`src/rtl/arq_frame_rx.sv`:
```
// ARQ frame receiver: buffers a frame's payload speculatively, commits it on
// a good CRC (or unconditionally with ARQ disabled), answers with ACK/NACK
// and streams committed bytes out through a registered valid/ready stage.
// Optional build macro ARQ_RX_SEQ_EN: byte 0 of each frame is a header whose
// bit 0 is a sequence number; a good frame repeating the last accepted
// sequence number is ACKed again but not committed.
module arq_frame_rx #(
  parameter int unsigned DATA_W   = 8,
  parameter int unsigned PYLD_LEN = 16,
  parameter int unsigned DEPTH    = 64
) (
  input  logic                   i_clk,
  input  logic                   i_rst,
  input  logic                   i_arq_en,
  input  logic [DATA_W-1:0]      i_frame_data,
  input  logic                   i_frame_valid,
  input  logic                   i_frame_sof,
  output logic [DATA_W-1:0]      o_pyld_data,
  output logic                   o_pyld_valid,
  input  logic                   i_pyld_ready,
  output logic                   o_ack,
  output logic                   o_nack,
  output logic                   o_crc_err,
  output logic [15:0]            o_err_cnt,
  output logic [$clog2(DEPTH):0] o_level
);

  localparam int unsigned AW = $clog2(DEPTH);
  localparam int unsigned PW = AW + 1;
  localparam int unsigned CW = 9;
`ifdef ARQ_RX_SEQ_EN
  localparam int unsigned HDR_LEN = 1;
`else
  localparam int unsigned HDR_LEN = 0;
`endif
  localparam int unsigned FRAME_LEN = HDR_LEN + PYLD_LEN + 1;
  localparam logic [CW-1:0] LAST_PYLD_CNT  = CW'(HDR_LEN + PYLD_LEN - 1);
  localparam logic [CW-1:0] LAST_FRAME_CNT = CW'(FRAME_LEN - 1);
  localparam logic [DATA_W-1:0] CRC_POLY   = DATA_W'(8'h07);

`ifdef ARQ_RX_SEQ_EN
  typedef enum logic [2:0] {
    S_IDLE = 3'd0, S_HDR = 3'd1, S_PYLD = 3'd2, S_CRC = 3'd3, S_DROP = 3'd4
  } state_t;
`else
  typedef enum logic [2:0] {
    S_IDLE = 3'd0, S_PYLD = 3'd2, S_CRC = 3'd3, S_DROP = 3'd4
  } state_t;
`endif

  state_t state_q, state_nxt, start_state;

  logic [DATA_W-1:0] mem [DEPTH];

  logic [PW-1:0] wr_ptr_q, wr_ptr_nxt;
  logic [PW-1:0] commit_ptr_q, commit_ptr_nxt;
  logic [PW-1:0] rd_ptr_q, rd_ptr_nxt;
  logic [PW-1:0] used_c, free_c;
  logic [PW-1:0] level_nxt;
  logic [CW-1:0] cnt_q, cnt_nxt;
  logic [DATA_W-1:0] crc_q, crc_nxt;
  logic [AW-1:0] wr_addr;
  logic wr_en, err_inc, commit_evt, dup, crc_match;
  logic ack_nxt, nack_nxt, crc_err_nxt;
  logic byte_in, sof_in, pyld_byte, has_space;
  logic load_c, valid_nxt;
`ifdef ARQ_RX_SEQ_EN
  logic seq_q, seq_nxt, last_seq_q;
`endif

  // One MSB-first CRC-8 step over a whole byte
  function automatic logic [DATA_W-1:0] crc8_upd(input logic [DATA_W-1:0] crc,
                                                 input logic [DATA_W-1:0] d);
    logic [DATA_W-1:0] c;
    c = crc ^ d;
    for (int b = 0; b < int'(DATA_W); b++) begin
      c = c[DATA_W-1] ? ({c[DATA_W-2:0], 1'b0} ^ CRC_POLY) : {c[DATA_W-2:0], 1'b0};
    end
    return c;
  endfunction

  // Input qualifiers and admission check against committed-but-unread space
  always_comb begin
    byte_in   = i_frame_valid;
    sof_in    = i_frame_valid & i_frame_sof;
`ifdef ARQ_RX_SEQ_EN
    pyld_byte = byte_in & ~i_frame_sof & ((state_q == S_PYLD) | (state_q == S_HDR));
`else
    pyld_byte = byte_in & ~i_frame_sof & (state_q == S_PYLD);
`endif
    used_c    = commit_ptr_q - rd_ptr_q;
    free_c    = PW'(DEPTH) - used_c;
    has_space = (free_c >= PW'(PYLD_LEN));
    crc_match = (i_frame_data == crc_q);
`ifdef ARQ_RX_SEQ_EN
    dup       = (seq_q == last_seq_q);
`else
    dup       = 1'b0;
`endif
  end

  // Target state for a SOF byte
  always_comb begin
    start_state = S_DROP;
    if (has_space) begin
`ifdef ARQ_RX_SEQ_EN
      start_state = S_HDR;
`else
      start_state = (PYLD_LEN == 1) ? S_CRC : S_PYLD;
`endif
    end
  end

  // FSM state register
  always_ff @(posedge i_clk) begin
    if (i_rst) state_q <= S_IDLE;
    else       state_q <= state_nxt;
  end

  // FSM next state; a SOF always restarts framing
  always_comb begin
    state_nxt = state_q;
    if (sof_in) begin
      state_nxt = start_state;
    end else if (byte_in) begin
      case (state_q)
        S_IDLE: state_nxt = S_IDLE;
`ifdef ARQ_RX_SEQ_EN
        S_HDR:  state_nxt = (cnt_q == LAST_PYLD_CNT) ? S_CRC : S_PYLD;
`endif
        S_PYLD: state_nxt = (cnt_q == LAST_PYLD_CNT) ? S_CRC : S_PYLD;
        S_CRC:  state_nxt = S_IDLE;
        S_DROP: state_nxt = (cnt_q == LAST_FRAME_CNT) ? S_IDLE : S_DROP;
        default: state_nxt = S_IDLE;
      endcase
    end
  end

  // FSM outputs: buffer writes, pointer moves, CRC and response pulses
  always_comb begin
    wr_ptr_nxt     = wr_ptr_q;
    commit_ptr_nxt = commit_ptr_q;
    cnt_nxt        = cnt_q;
    crc_nxt        = crc_q;
    wr_en          = 1'b0;
    wr_addr        = wr_ptr_q[AW-1:0];
    ack_nxt        = 1'b0;
    nack_nxt       = 1'b0;
    crc_err_nxt    = 1'b0;
    err_inc        = 1'b0;
    commit_evt     = 1'b0;
`ifdef ARQ_RX_SEQ_EN
    seq_nxt        = seq_q;
`endif
    if (sof_in) begin
      // Any frame in flight is abandoned silently
      wr_ptr_nxt = commit_ptr_q;
      cnt_nxt    = CW'(1);
      crc_nxt    = '0;
      if (has_space) begin
`ifdef ARQ_RX_SEQ_EN
        seq_nxt    = i_frame_data[0];
`else
        wr_en      = 1'b1;
        wr_addr    = commit_ptr_q[AW-1:0];
        wr_ptr_nxt = commit_ptr_q + PW'(1);
        crc_nxt    = crc8_upd('0, i_frame_data);
`endif
      end
    end else if (pyld_byte) begin
      wr_en      = 1'b1;
      wr_ptr_nxt = wr_ptr_q + PW'(1);
      crc_nxt    = crc8_upd(crc_q, i_frame_data);
      cnt_nxt    = cnt_q + CW'(1);
    end else if (byte_in && state_q == S_CRC) begin
      cnt_nxt = '0;
      if (!i_arq_en) begin
        commit_ptr_nxt = wr_ptr_q;
        commit_evt     = 1'b1;
        crc_err_nxt    = ~crc_match;
      end else if (crc_match) begin
        ack_nxt = 1'b1;
        if (dup) begin
          wr_ptr_nxt = commit_ptr_q;
        end else begin
          commit_ptr_nxt = wr_ptr_q;
          commit_evt     = 1'b1;
        end
      end else begin
        wr_ptr_nxt  = commit_ptr_q;
        nack_nxt    = 1'b1;
        crc_err_nxt = 1'b1;
        err_inc     = 1'b1;
      end
    end else if (byte_in && state_q == S_DROP) begin
      cnt_nxt = cnt_q + CW'(1);
      if (cnt_q == LAST_FRAME_CNT) begin
        cnt_nxt  = '0;
        nack_nxt = i_arq_en;
        err_inc  = 1'b1;
      end
    end
  end

  // Output stage refill and committed-unread level
  always_comb begin
    load_c     = (~o_pyld_valid | i_pyld_ready) & (rd_ptr_q != commit_ptr_q);
    rd_ptr_nxt = rd_ptr_q + PW'(load_c);
    if (load_c)            valid_nxt = 1'b1;
    else if (i_pyld_ready) valid_nxt = 1'b0;
    else                   valid_nxt = o_pyld_valid;
    level_nxt  = commit_ptr_nxt - rd_ptr_nxt + PW'(valid_nxt);
  end

  // Datapath and response registers
  always_ff @(posedge i_clk) begin
    if (i_rst) begin
      wr_ptr_q     <= '0;
      commit_ptr_q <= '0;
      rd_ptr_q     <= '0;
      cnt_q        <= '0;
      crc_q        <= '0;
      o_ack        <= 1'b0;
      o_nack       <= 1'b0;
      o_crc_err    <= 1'b0;
      o_err_cnt    <= '0;
      o_level      <= '0;
      o_pyld_valid <= 1'b0;
    end else begin
      wr_ptr_q     <= wr_ptr_nxt;
      commit_ptr_q <= commit_ptr_nxt;
      rd_ptr_q     <= rd_ptr_nxt;
      cnt_q        <= cnt_nxt;
      crc_q        <= crc_nxt;
      o_ack        <= ack_nxt;
      o_nack       <= nack_nxt;
      o_crc_err    <= crc_err_nxt;
      o_level      <= level_nxt;
      o_pyld_valid <= valid_nxt;
      if (err_inc && o_err_cnt != 16'hFFFF) o_err_cnt <= o_err_cnt + 16'd1;
    end
  end

  // Output data register, loaded from the oldest committed entry
  always_ff @(posedge i_clk) begin
    if (i_rst)       o_pyld_data <= '0;
    else if (load_c) o_pyld_data <= mem[rd_ptr_q[AW-1:0]];
  end

  // Payload buffer write port
  always_ff @(posedge i_clk) begin
    if (wr_en) mem[wr_addr] <= i_frame_data;
  end

`ifdef ARQ_RX_SEQ_EN
  // Sequence number of the frame in flight and of the last committed frame
  always_ff @(posedge i_clk) begin
    if (i_rst) begin
      seq_q      <= 1'b0;
      last_seq_q <= 1'b1;
    end else begin
      seq_q <= seq_nxt;
      if (commit_evt) last_seq_q <= seq_q;
    end
  end
`endif

endmodule

```
`config.mk`:
```
export PLATFORM = sky130hd
export DESIGN_NAME = arq_frame_rx
export DESIGN_NICKNAME = d
export VERILOG_FILES = /design/src/rtl/arq_frame_rx.sv
export SDC_FILE = /design/constraint.sdc
export NUM_CORES = 1
export LEC_CHECK = 0
export CELL_PAD_IN_SITES_DETAIL_PLACEMENT = 2
export CELL_PAD_IN_SITES_GLOBAL_PLACEMENT = 2
export CORE_ASPECT_RATIO = 1.25
export CORE_UTILIZATION = 38
export CTS_CLUSTER_DIAMETER = 200
export DETAILED_ROUTE_END_ITERATION = 6
export GPL_TIMING_DRIVEN = 0
export PLACE_DENSITY_LB_ADDON = 0.25
export SYNTH_ARGS = -nofsm -noshare
export SYNTH_HDL_FRONTEND = slang
export SYNTH_SLANG_ARGS = --single-unit
```
`constraint.sdc`:
```
create_clock -name i_clk -period 4.8 [get_ports i_clk]
set_clock_uncertainty 0.2 [all_clocks]
set_input_delay 1.44 -clock i_clk [delete_from_list [all_inputs] [get_ports i_clk]]
set_output_delay 1.44 -clock i_clk [all_outputs]
set_load 0.05 [all_outputs]
```
# Word-level counts from Yosys, hierarchy flattened
# Memory sizes are Yosys's and may differ from the RTL's. A register that Yosys moved wholly into a read port is not among the register bits.
# Index checks and enable logic that the tools add are counted.
dict set report op_classes {
  n_eq_ne 8
  bitwise_logic 27
  n_reduce_logical 12
  n_lt_le_gt_ge 1
  add_sub_neg 9
  mux 60
}
# cell n
set ops {}
lappend ops {{$mux W7} 9}
lappend ops {{$mux W3} 20}
lappend ops {{$not A3 Y3} 16}
lappend ops {{$mux W9} 4}
lappend ops {{$mux W8} 3}
lappend ops {{$mux W1} 21}
lappend ops {{$add A16 B1 Y16 const B} 1}
lappend ops {{$ne A16 B16 Y1 const B} 1}
lappend ops {{$add A7 B1 Y7} 2}
lappend ops {{$add A7 B1 Y7 const B} 2}
lappend ops {{$sub A7 B7 Y7} 2}
lappend ops {{$mux W6} 2}
lappend ops {{$add A9 B1 Y9 const B} 1}
lappend ops {{$eq A9 B4 Y1 const B} 1}
lappend ops {{$eq A9 B5 Y1 const B} 1}
lappend ops {{$eq A8 B8 Y1} 1}
lappend ops {{$xor A8 B8 Y8} 1}
lappend ops {{$ge A7 B5 Y1 const B} 1}
lappend ops {{$ne A7 B7 Y1} 1}
lappend ops {{$sub A7 B7 Y7 const A} 1}
lappend ops {{$eq A3 B2 Y1 const B} 2}
lappend ops {{$pmux W3 S2} 1}
lappend ops {{$reduce_bool A3 Y1} 2}
lappend ops {{$not A1 Y1} 5}
lappend ops {{10 further kinds} 16}
dict set report word_totals {
  register_bits 68
  n_memories 1
  ram_bits 512
  elab_cells 131
  out_inout_bits 35
  in_bits 14
}
# name depth word_bits read_ports rd_ports_with_merged_regs write_ports line
set memory_table {}
lappend memory_table {mem 64 8 1 1 1 53} ;# logic [DATA_W-1:0] mem [DEPTH];

# Depth between registers and ports, before layout
# Gate-level depths: netlist of run 1.
dict set report logic_depth {
  ltp_word 19
  depth_mapped 19
}

# Least setup slack after synthesis of run 1
# OpenSTA, ideal clock, no wires.
dict set report synth_path {
  path_kind {input port to flip-flop}
  from {input port i_frame_data[6]}
  to {register o_level[6]}
  setup_slack_ns -0.067
  arrival_ns 4.602
  t_required_ns 4.535
  path_buffers 1
  path_stages 15
  path_cell_list {xnor2_1 > ha_1 > and3_1 > a31oi_4 > or3_1 > buf_4 > mux2_2 > ha_1 > fa_1 > a21o_1 > a21oi_1 > o21bai_1 > a21oi_1 > xnor3_1 > nor2_1}
}
dict set report synth_between {
  elab_chain_cells 8
}
# item line
set synth_lines {}
lappend synth_lines {{start, declared} 15} ;# input logic [DATA_W-1:0] i_frame_data,
lappend synth_lines {{$eq A8 B8 Y1} 94} ;# crc_match = (i_frame_data == crc_q);
lappend synth_lines {{$mux W7} 181} ;# end else if (crc_match) begin
lappend synth_lines {{$mux W7} n/a}
lappend synth_lines {{$mux W7} 175} ;# end else if (byte_in && state_q == S_CRC) begin
lappend synth_lines {{$mux W7} 170} ;# end else if (pyld_byte) begin
lappend synth_lines {{$mux W7} 155} ;# if (sof_in) begin
lappend synth_lines {{named net commit_ptr_nxt[1]} 56} ;# logic [PW-1:0] commit_ptr_q, commit_ptr_nxt;
lappend synth_lines {{$sub A7 B7 Y7} 212} ;# level_nxt = commit_ptr_nxt - rd_ptr_nxt + PW'(valid_nxt);
lappend synth_lines {{$add A7 B1 Y7} 212}
lappend synth_lines {{end signal, assigned} 238} ;# o_level <= level_nxt;
lappend synth_lines {{end, declared} 25} ;# output logic [$clog2(DEPTH):0] o_level
# The timed path passes the listed nets, and every way through them passes these cells.
# A chain may end at the register's enable or synchronous reset.

# Worst setup path in the final report of run 1
dict set report layout_path {
  from {register rd_ptr_q[0]}
  to {memory mem[6][7] (enable)}
}
dict set report layout_between {
  elab_chain_cells 7
}
# item line
set layout_lines {}
lappend layout_lines {{start, declared} 57} ;# logic [PW-1:0] rd_ptr_q, rd_ptr_nxt;
lappend layout_lines {{start signal, assigned} 232} ;# rd_ptr_q <= rd_ptr_nxt;
lappend layout_lines {{$sub A7 B7 Y7 (*)} 91} ;# used_c = commit_ptr_q - rd_ptr_q;
lappend layout_lines {{$sub A7 B7 Y7 (*)} 92} ;# free_c = PW'(DEPTH) - used_c;
lappend layout_lines {{$ge A7 B5 Y1 (*)} 93} ;# has_space = (free_c >= PW'(PYLD_LEN));
lappend layout_lines {{$mux W1} 160} ;# if (has_space) begin
lappend layout_lines {{$mux W1} 155}
lappend layout_lines {{$mux W1} 252} ;# if (wr_en) mem[wr_addr] <= i_frame_data;
lappend layout_lines {{$mux W1 (implied by the code)} 252}
lappend layout_lines {{end, declared} 53}
# Every way passes the cells marked *; elsewhere a longest branch is shown, timed or not.

==> results of run 1 <==
[power breakdown]
group	total, W	switching (W)	internal [W]
combinational	0.000425	0.000266	0.000160
clock	0.00499	0.00216	0.00283
sequential	0.00558	0.0000176	0.00556
[cells in the final DEF (no fill, tap or decap), types with 31 or more instances in the layout]
cell / instances
a21oi_1: 41
a22oi_1: 65
a22oi_2: 49
buf_4: 94
clkbuf_1: 57
clkbuf_16: 60
clkdlybuf4s50_1: 39
dfxtp_1: 76
edfxtp_1: 512
ha_1: 31
mux4_2: 128
nand2_1: 43
nor2_1: 67
o21ai_0: 38
xnor2_1: 42
[kinds of logic (layout without fill, tap and decap cells)]
| logic type | Yosys count | in the layout |
|---|---|---|
| flip-flops | 588 | 588 |
| buffers and inverters | 107 | 378 |
| adder cells (fa/ha/maj) | 34 | 34 |
| AND/OR/NAND/NOR | 268 | 268 |
| multiplexers | 135 | 135 |
| AO/OA/AOI/OAI | 279 | 279 |
| XOR/XNOR | 70 | 70 |
[Yosys cell counts (7+ instances only)]
cell type	count
nand3_1	24
a21oi_1	56
xor2_1	17
nor2_1	67
nor4_1	12
and2_1	12
inv_1	24
nand4_1	28
buf_1	8
a31oi_1	8
dfxtp_1	76
edfxtp_1	512
a211oi_1	12
clkbuf_1	51
nand2b_1	7
nor3_1	19
and3_1	12
xnor2_1	49
buf_2	21
ha_1	32
mux4_2	128
o21ai_0	38
nand2_1	43
a22oi_1	114
nor2b_1	12
[stage by stage]
step	std cells	hold slack, ns	setup slack [ns]
after CTS	2582	0.264	0.00698
final	2600	0.253	0.0668
after floorplan	1481	0.279	0.0374
after global routing	2600	0.294	-0.0633
after detailed placement	2385	0.250	-1.32
after global placement	2376	0.239	-3.08
[final cells by class]
class                   count  share of cell area, %
inverters                  24                  0.298
flip-flops and latches    588                   56.0
plain buffers              82                   1.19
clock buffers              69                   5.08
clock inverters            43                   1.59
well taps                 848                   3.51
repair buffers            160                   5.88
multi-input cells         786                   26.5
[registers in the layout, indices dropped and copies added (netlist names)]
| signal | count |
|---|---|
| commit_ptr_q | 7 |
| o_pyld_data | 8 |
| o_ack | 1 |
| o_level | 7 |
| mem | 512 |
| o_crc_err | 1 |
| crc_q | 8 |
| o_err_cnt | 16 |
| wr_ptr_q | 7 |
| o_pyld_valid | 1 |
| rd_ptr_q | 7 |
| o_nack | 1 |
| state_q | 3 |
| cnt_q | 9 |
[path summary, 6_finish.rpt]
path | depth (start not counted) | endpoint | from
worst min register to register | 2 | o_pyld_data[4]$_SDFFE_PP0P_ | o_pyld_data[4]$_SDFFE_PP0P_
worst max-delay path | 17 | mem[6][7]$_DFFE_PP_ | rd_ptr_q[0]$_SDFF_PP0_
worst max register to register | 17 | mem[6][7]$_DFFE_PP_ | rd_ptr_q[0]$_SDFF_PP0_
worst min-delay path | 2 | o_pyld_data[4]$_SDFFE_PP0P_ | o_pyld_data[4]$_SDFFE_PP0P_
[routing by layer]
layer,vias up,global-route usage (%),wire (µm),part of all wire [%]
met1,8488,33.7,34300,37
met2,824,48.9,47100,51
met3,263,4.29,5780,6.2
met5,-,0,0,0
li1,6463,-,-,-
met4,0,13.7,5350,5.8
[critical path: stages, from the launching register on]
cell and delay (ns):
dfxtp_1 0.34, clkbuf_2 0.26, clkbuf_4 0.30, buf_6 0.25, inv_1 0.07, ha_1 0.18
inv_1 0.06, ha_1 0.19, inv_1 0.08, fa_1 0.42, nor2b_1 0.11, o21ai_0 0.11
nor3b_1 0.18, o22ai_2 0.21, buf_2 0.29, nand3_2 0.49, a22oi_2 0.41, buf_4 0.26
[repair_timing]
| action | CTS | global route |
|---|---|---|
| pin swaps | 51 | 14 |
| cloned | 8 | 0 |
| setup buffers | 77 | 19 |
| resized for setup | 112 | 18 |
| setup endpoints to repair | 508 | 498 |
==> metrics, run 1 <==
min cycle time layout=between 4 and 5 ns; Avg Cell Area, Syn=16.7 µm²; Max Cap Viol=0; Crit Path Class=flop to flop; Ports=a little under 50; Compound-Gate Fraction of Synth Area=7.74%; final period utilization=98.6%; Critical Path RT=4.91 ns; Syn. warnings=0; Synth top area share=62.1%; Crit. End Element=flop; CTS Buffer Depth=3; simple-gate share of the synthesized area=5.79%; number of buffers added on ports=47; Initial Util=38.4%; Die ar.=66200 µm²; Fmax achieved=approximately 0.21 GHz; DR vias/cell=6.17; Unique masters post-synth=78; die height=287 µm; DRT Pass-1 Iters=6; EDFF count, synth=512; worst hold-check path type=flop to flop; Sum Neg Setup Slack=0 ns; pwr dens=364 nW/µm²; Slew Viols, Final=0; share of layout cells above drive strength 1=26.8%; CTS tree=yes; Synth async-reset ratio=0%; final core utilization=46.9%; H-Tree Depth=2; Post-Layout Inst Area=30200 µm²; Clk pin slew, worst setup/hold paths=0.06 ns; Power Total=0.0110 W; Layout area overhead=22.0%; Fillers=around 6000; xor/xnor share of the synthesized area=2.69%; Sequential cell area=16900 µm²; nets=1749; Final ANT Viol Nets=0; vias in the first global route=approximately 17000; Final Hold Viols=0; Synth area leaders=edfxtp_1 62%, mux4_2 12%, dfxtp_1 6.1%, a22oi_1 3.5%, xnor2_1 1.7%; Post-Place Cell Area=26500 µm²; row cnt=104; Max FO, Critical Path=10; largest family of logic cells by synthesized area=multiplexers; Yosys top cell by area=edfxtp_1; Leak=between 9 and 10 nW; Mapped Cells=1481; Post-Syn Area=24800 µm²; drt drc=0; post-synthesis mux area share=12.0%; startpoint type of the worst setup path=flop; r2r setup slk=0.07 ns; status=complete, no violations; Yosys reg bits=588; clock root buffer=clkbuf_16; worst-margin pin slew=approximately 1.1 ns; pin count of the biggest net entering global routing=57; initial antenna violation count=0; total CTS buffers=59; WP data arrival=4.85 ns; total gr overflow=0; Global Route Usage Sum=28.0%; Slew HR=a little over a quarter; Multi-input gate area=8000 µm²; Die Width=230 µm; initial drt markers=1618; ys flop type=edfxtp_1; Final GP Congestion=~0.86; global-route wire length before repair=130 mm; later-pin clock latency in the skew report=0.64 ns; Synth Net Count=about 1500; final setup fails=0; dpl hpwl=about 55 mm; CTS Sinks=roughly 600; cts hold-fix bufs=0; Core Area=64400 µm²; Ant. Diodes=0; sequential area share after synthesis=68.2%; worst IR drop on VDD=0.000279 V; routed length per instance=35.6 µm; via count=16000; final WL=92.5 mm; Synth Area in Adders=1.78%
Power figures use the tool's default switching activity.
==> run 2: changes to the inputs <==
--- a/config.mk
+++ b/config.mk
@@ -11,7 +11,6 @@
 export CORE_UTILIZATION = 38
 export CTS_CLUSTER_DIAMETER = 200
 export DETAILED_ROUTE_END_ITERATION = 6
-export GPL_TIMING_DRIVEN = 0
 export PLACE_DENSITY_LB_ADDON = 0.25
 export SYNTH_ARGS = -nofsm -noshare
 export SYNTH_HDL_FRONTEND = slang
==> metrics, run 2 (synthesis gave the netlist of run 1 again) <==
routed length per instance=30.2 µm (-15%); Regs by FF count=mem (512), o_err_cnt (16), cnt_q (9); final setup fails=0 (unchanged); Reg with most FFs=mem; WP data arrival=4.99 ns (+0.14 ns); Global Route Usage Sum=23.6% (-4.4 points); vias in the first global route=16400 (-3.5%); drt drc=0 (unchanged); initial antenna violation count=0 (unchanged); Power Total=0.0105 W (-4.3%); worst hold-check path type=flop to flop; Die ar.=66200 µm² (unchanged); dpl hpwl=50.8 mm (-7.1%); Ports=49 (unchanged); Crit Path Class=primary input to flop; Slew Viols, Final=0 (unchanged); Final ANT Viol Nets=0 (unchanged); Layout area overhead=16.8%; via count=14800 (-7.6%); Leak=9.10 nW (-3.8%); startpoint type of the worst setup path=primary input; Final GP Congestion=0.853 (-0.61%); clock root buffer=clkbuf_16; Core Area=64400 µm² (unchanged); initial drt markers=1143 (-29%); CTS Sinks=588 (unchanged); global-route wire length before repair=114 mm (-13%); Slew HR=6.06% (-21 points); Max FO, Critical Path=4 (-6); Sum Neg Setup Slack=0 ns (unchanged); Crit. End Element=flop; H-Tree Depth=2 (unchanged); Fillers=6117 (+1.7%); final period utilization=96.1% (-2.5 points); nets=1697 (-3.0%); Fmax achieved=0.217 GHz (+2.6%); worst-margin pin slew=1.41 ns (+0.309 ns); most common cell after layout, fill and taps aside=edfxtp_1; Critical Path RT=5.17 ns (+0.26 ns); Die Width=230 µm (unchanged); Initial Util=38.4% (unchanged); row cnt=104 (unchanged); number of buffers added on ports=48 (+2.1%); DR vias/cell=5.83 (-5.6%); Ant. Diodes=0 (unchanged); pin count of the biggest net entering global routing=132 (+130%); Final Hold Viols=0 (unchanged); die height=287 µm (unchanged); worst IR drop on VDD=0.000253 V (-9.5%); min cycle time layout=4.61 ns (-0.121 ns); Clk pin slew, worst setup/hold paths=0.07 ns (about the same); CTS Buffer Depth=3 (unchanged); cts hold-fix bufs=0 (unchanged); DRT Pass-1 Iters=5 (-1); share of layout cells above drive strength 1=23.2% (-3.6 points); Max Cap Viol=0 (unchanged); max reg flops=512 (unchanged); CTS tree=yes; later-pin clock latency in the skew report=0.66 ns (+0.02 ns); commonest cells after routing, fill and taps aside=512 x edfxtp_1, 139 x buf_4, 128 x mux4_2, 114 x a22oi_1, 74 x dfxtp_1; final WL=77.0 mm (-17%); status=complete, no violations; total gr overflow=0 (unchanged); total CTS buffers=59 (unchanged); pwr dens=364 nW/µm² (about the same)
run 2: changes by cell type in the layout (fill, tap and decap cells not counted), sizes merged, moves of 4 or more:
cell,before,now
bufbuf,8,0
clkinv,27,22
clkinvlp,4,8
clkbuf,120,70
buf,144,151
bufinv,10,4
run 2: area by class of cell:
cell class	instances	area [µm²]	area share (%)
Multi-Input combinational cell	786	7470	25.8
Tap cell	848	1060	3.67
Timing Repair Buffer	190	1540	5.32
Sequential cell	588	16900	58.5
Inverter	24	90.1	0.312
Clock buffer	70	1520	5.25
Clock inverter	38	340	1.18
run 2: what timing repair did:
item                                   in CTS  in global routing
gates resized for setup                     0                  2
endpoints found under the hold margin       0                  0
setup endpoints to repair                   0                  1
setup buffers                               0                  0
run 2: final timing paths:
| path | startpoint | endpoint | slack, ns | cells past startpoint |
|---|---|---|---|---|
| worst max register to register | commit_ptr_q[1]$_SDFF_PP0_ | mem[40][6]$_DFFE_PP_ | 0.27 | 12 |
| worst max-delay path | i_frame_data[4] | o_level[6]$_SDFF_PP0_ | 0.19 | 15 |
| worst min-delay path | o_pyld_data[1]$_SDFFE_PP0P_ | o_pyld_data[1]$_SDFFE_PP0P_ | 0.25 | 2 |
| worst min register to register | o_pyld_data[1]$_SDFFE_PP0P_ | o_pyld_data[1]$_SDFFE_PP0P_ | 0.25 | 2 |
run 2: layer usage:
metal	wire length, µm	vias to the layer above	global-route usage (%)
li1	-	6354	-
met5	0	-	0
met2	40300	443	42.3
met1	30800	7892	29.4
met3	3380	131	2.93
met4	2450	0	7.83
run 2: worst max-delay path, stage by stage:
cell and delay [ns]:
buf_2 0.14, xnor2_2 0.21, ha_2 0.28, and3_2 0.32, a31oi_4 0.11, or3_1 0.43
mux2_2 0.31, ha_1 0.31, fa_1 0.43, a21o_1 0.18, a21oi_1 0.19, o21bai_1 0.10
a21oi_1 0.18, xnor3_1 0.23, nor2_1 0.09
run 2: power by group:
| part | internal (W) | total, W | switching (W) |
|---|---|---|---|
| Combinational | 0.000115 | 0.000371 | 0.000256 |
| Sequential | 0.00556 | 0.00559 | 0.0000222 |
| Clock | 0.00249 | 0.00456 | 0.00208 |
run 2: stage by stage:
stage	area (µm²)	cells	setup WS [ns]	util [%]	hold WS (ns)
finish	28900	2544	0.188	44.9	0.253
global route	28900	2544	-0.0158	44.9	0.292
CTS	28900	2544	0.0513	44.9	0.262
detailed placement	27100	2436	-0.501	42.0	0.247
global placement	27100	2436	-0.404	42.0	0.242
floorplan	24800	1481	0.0374	-	0.279
==> run 3: changes to the inputs <==
--- a/config.mk
+++ b/config.mk
@@ -9,7 +9,6 @@
 export CELL_PAD_IN_SITES_GLOBAL_PLACEMENT = 2
 export CORE_ASPECT_RATIO = 1.25
 export CORE_UTILIZATION = 38
-export CTS_CLUSTER_DIAMETER = 200
 export DETAILED_ROUTE_END_ITERATION = 6
 export PLACE_DENSITY_LB_ADDON = 0.25
 export SYNTH_ARGS = -nofsm -noshare
==> results of run 3 <==
The final DEF is identical to that of run 2; final timing and power are the same.
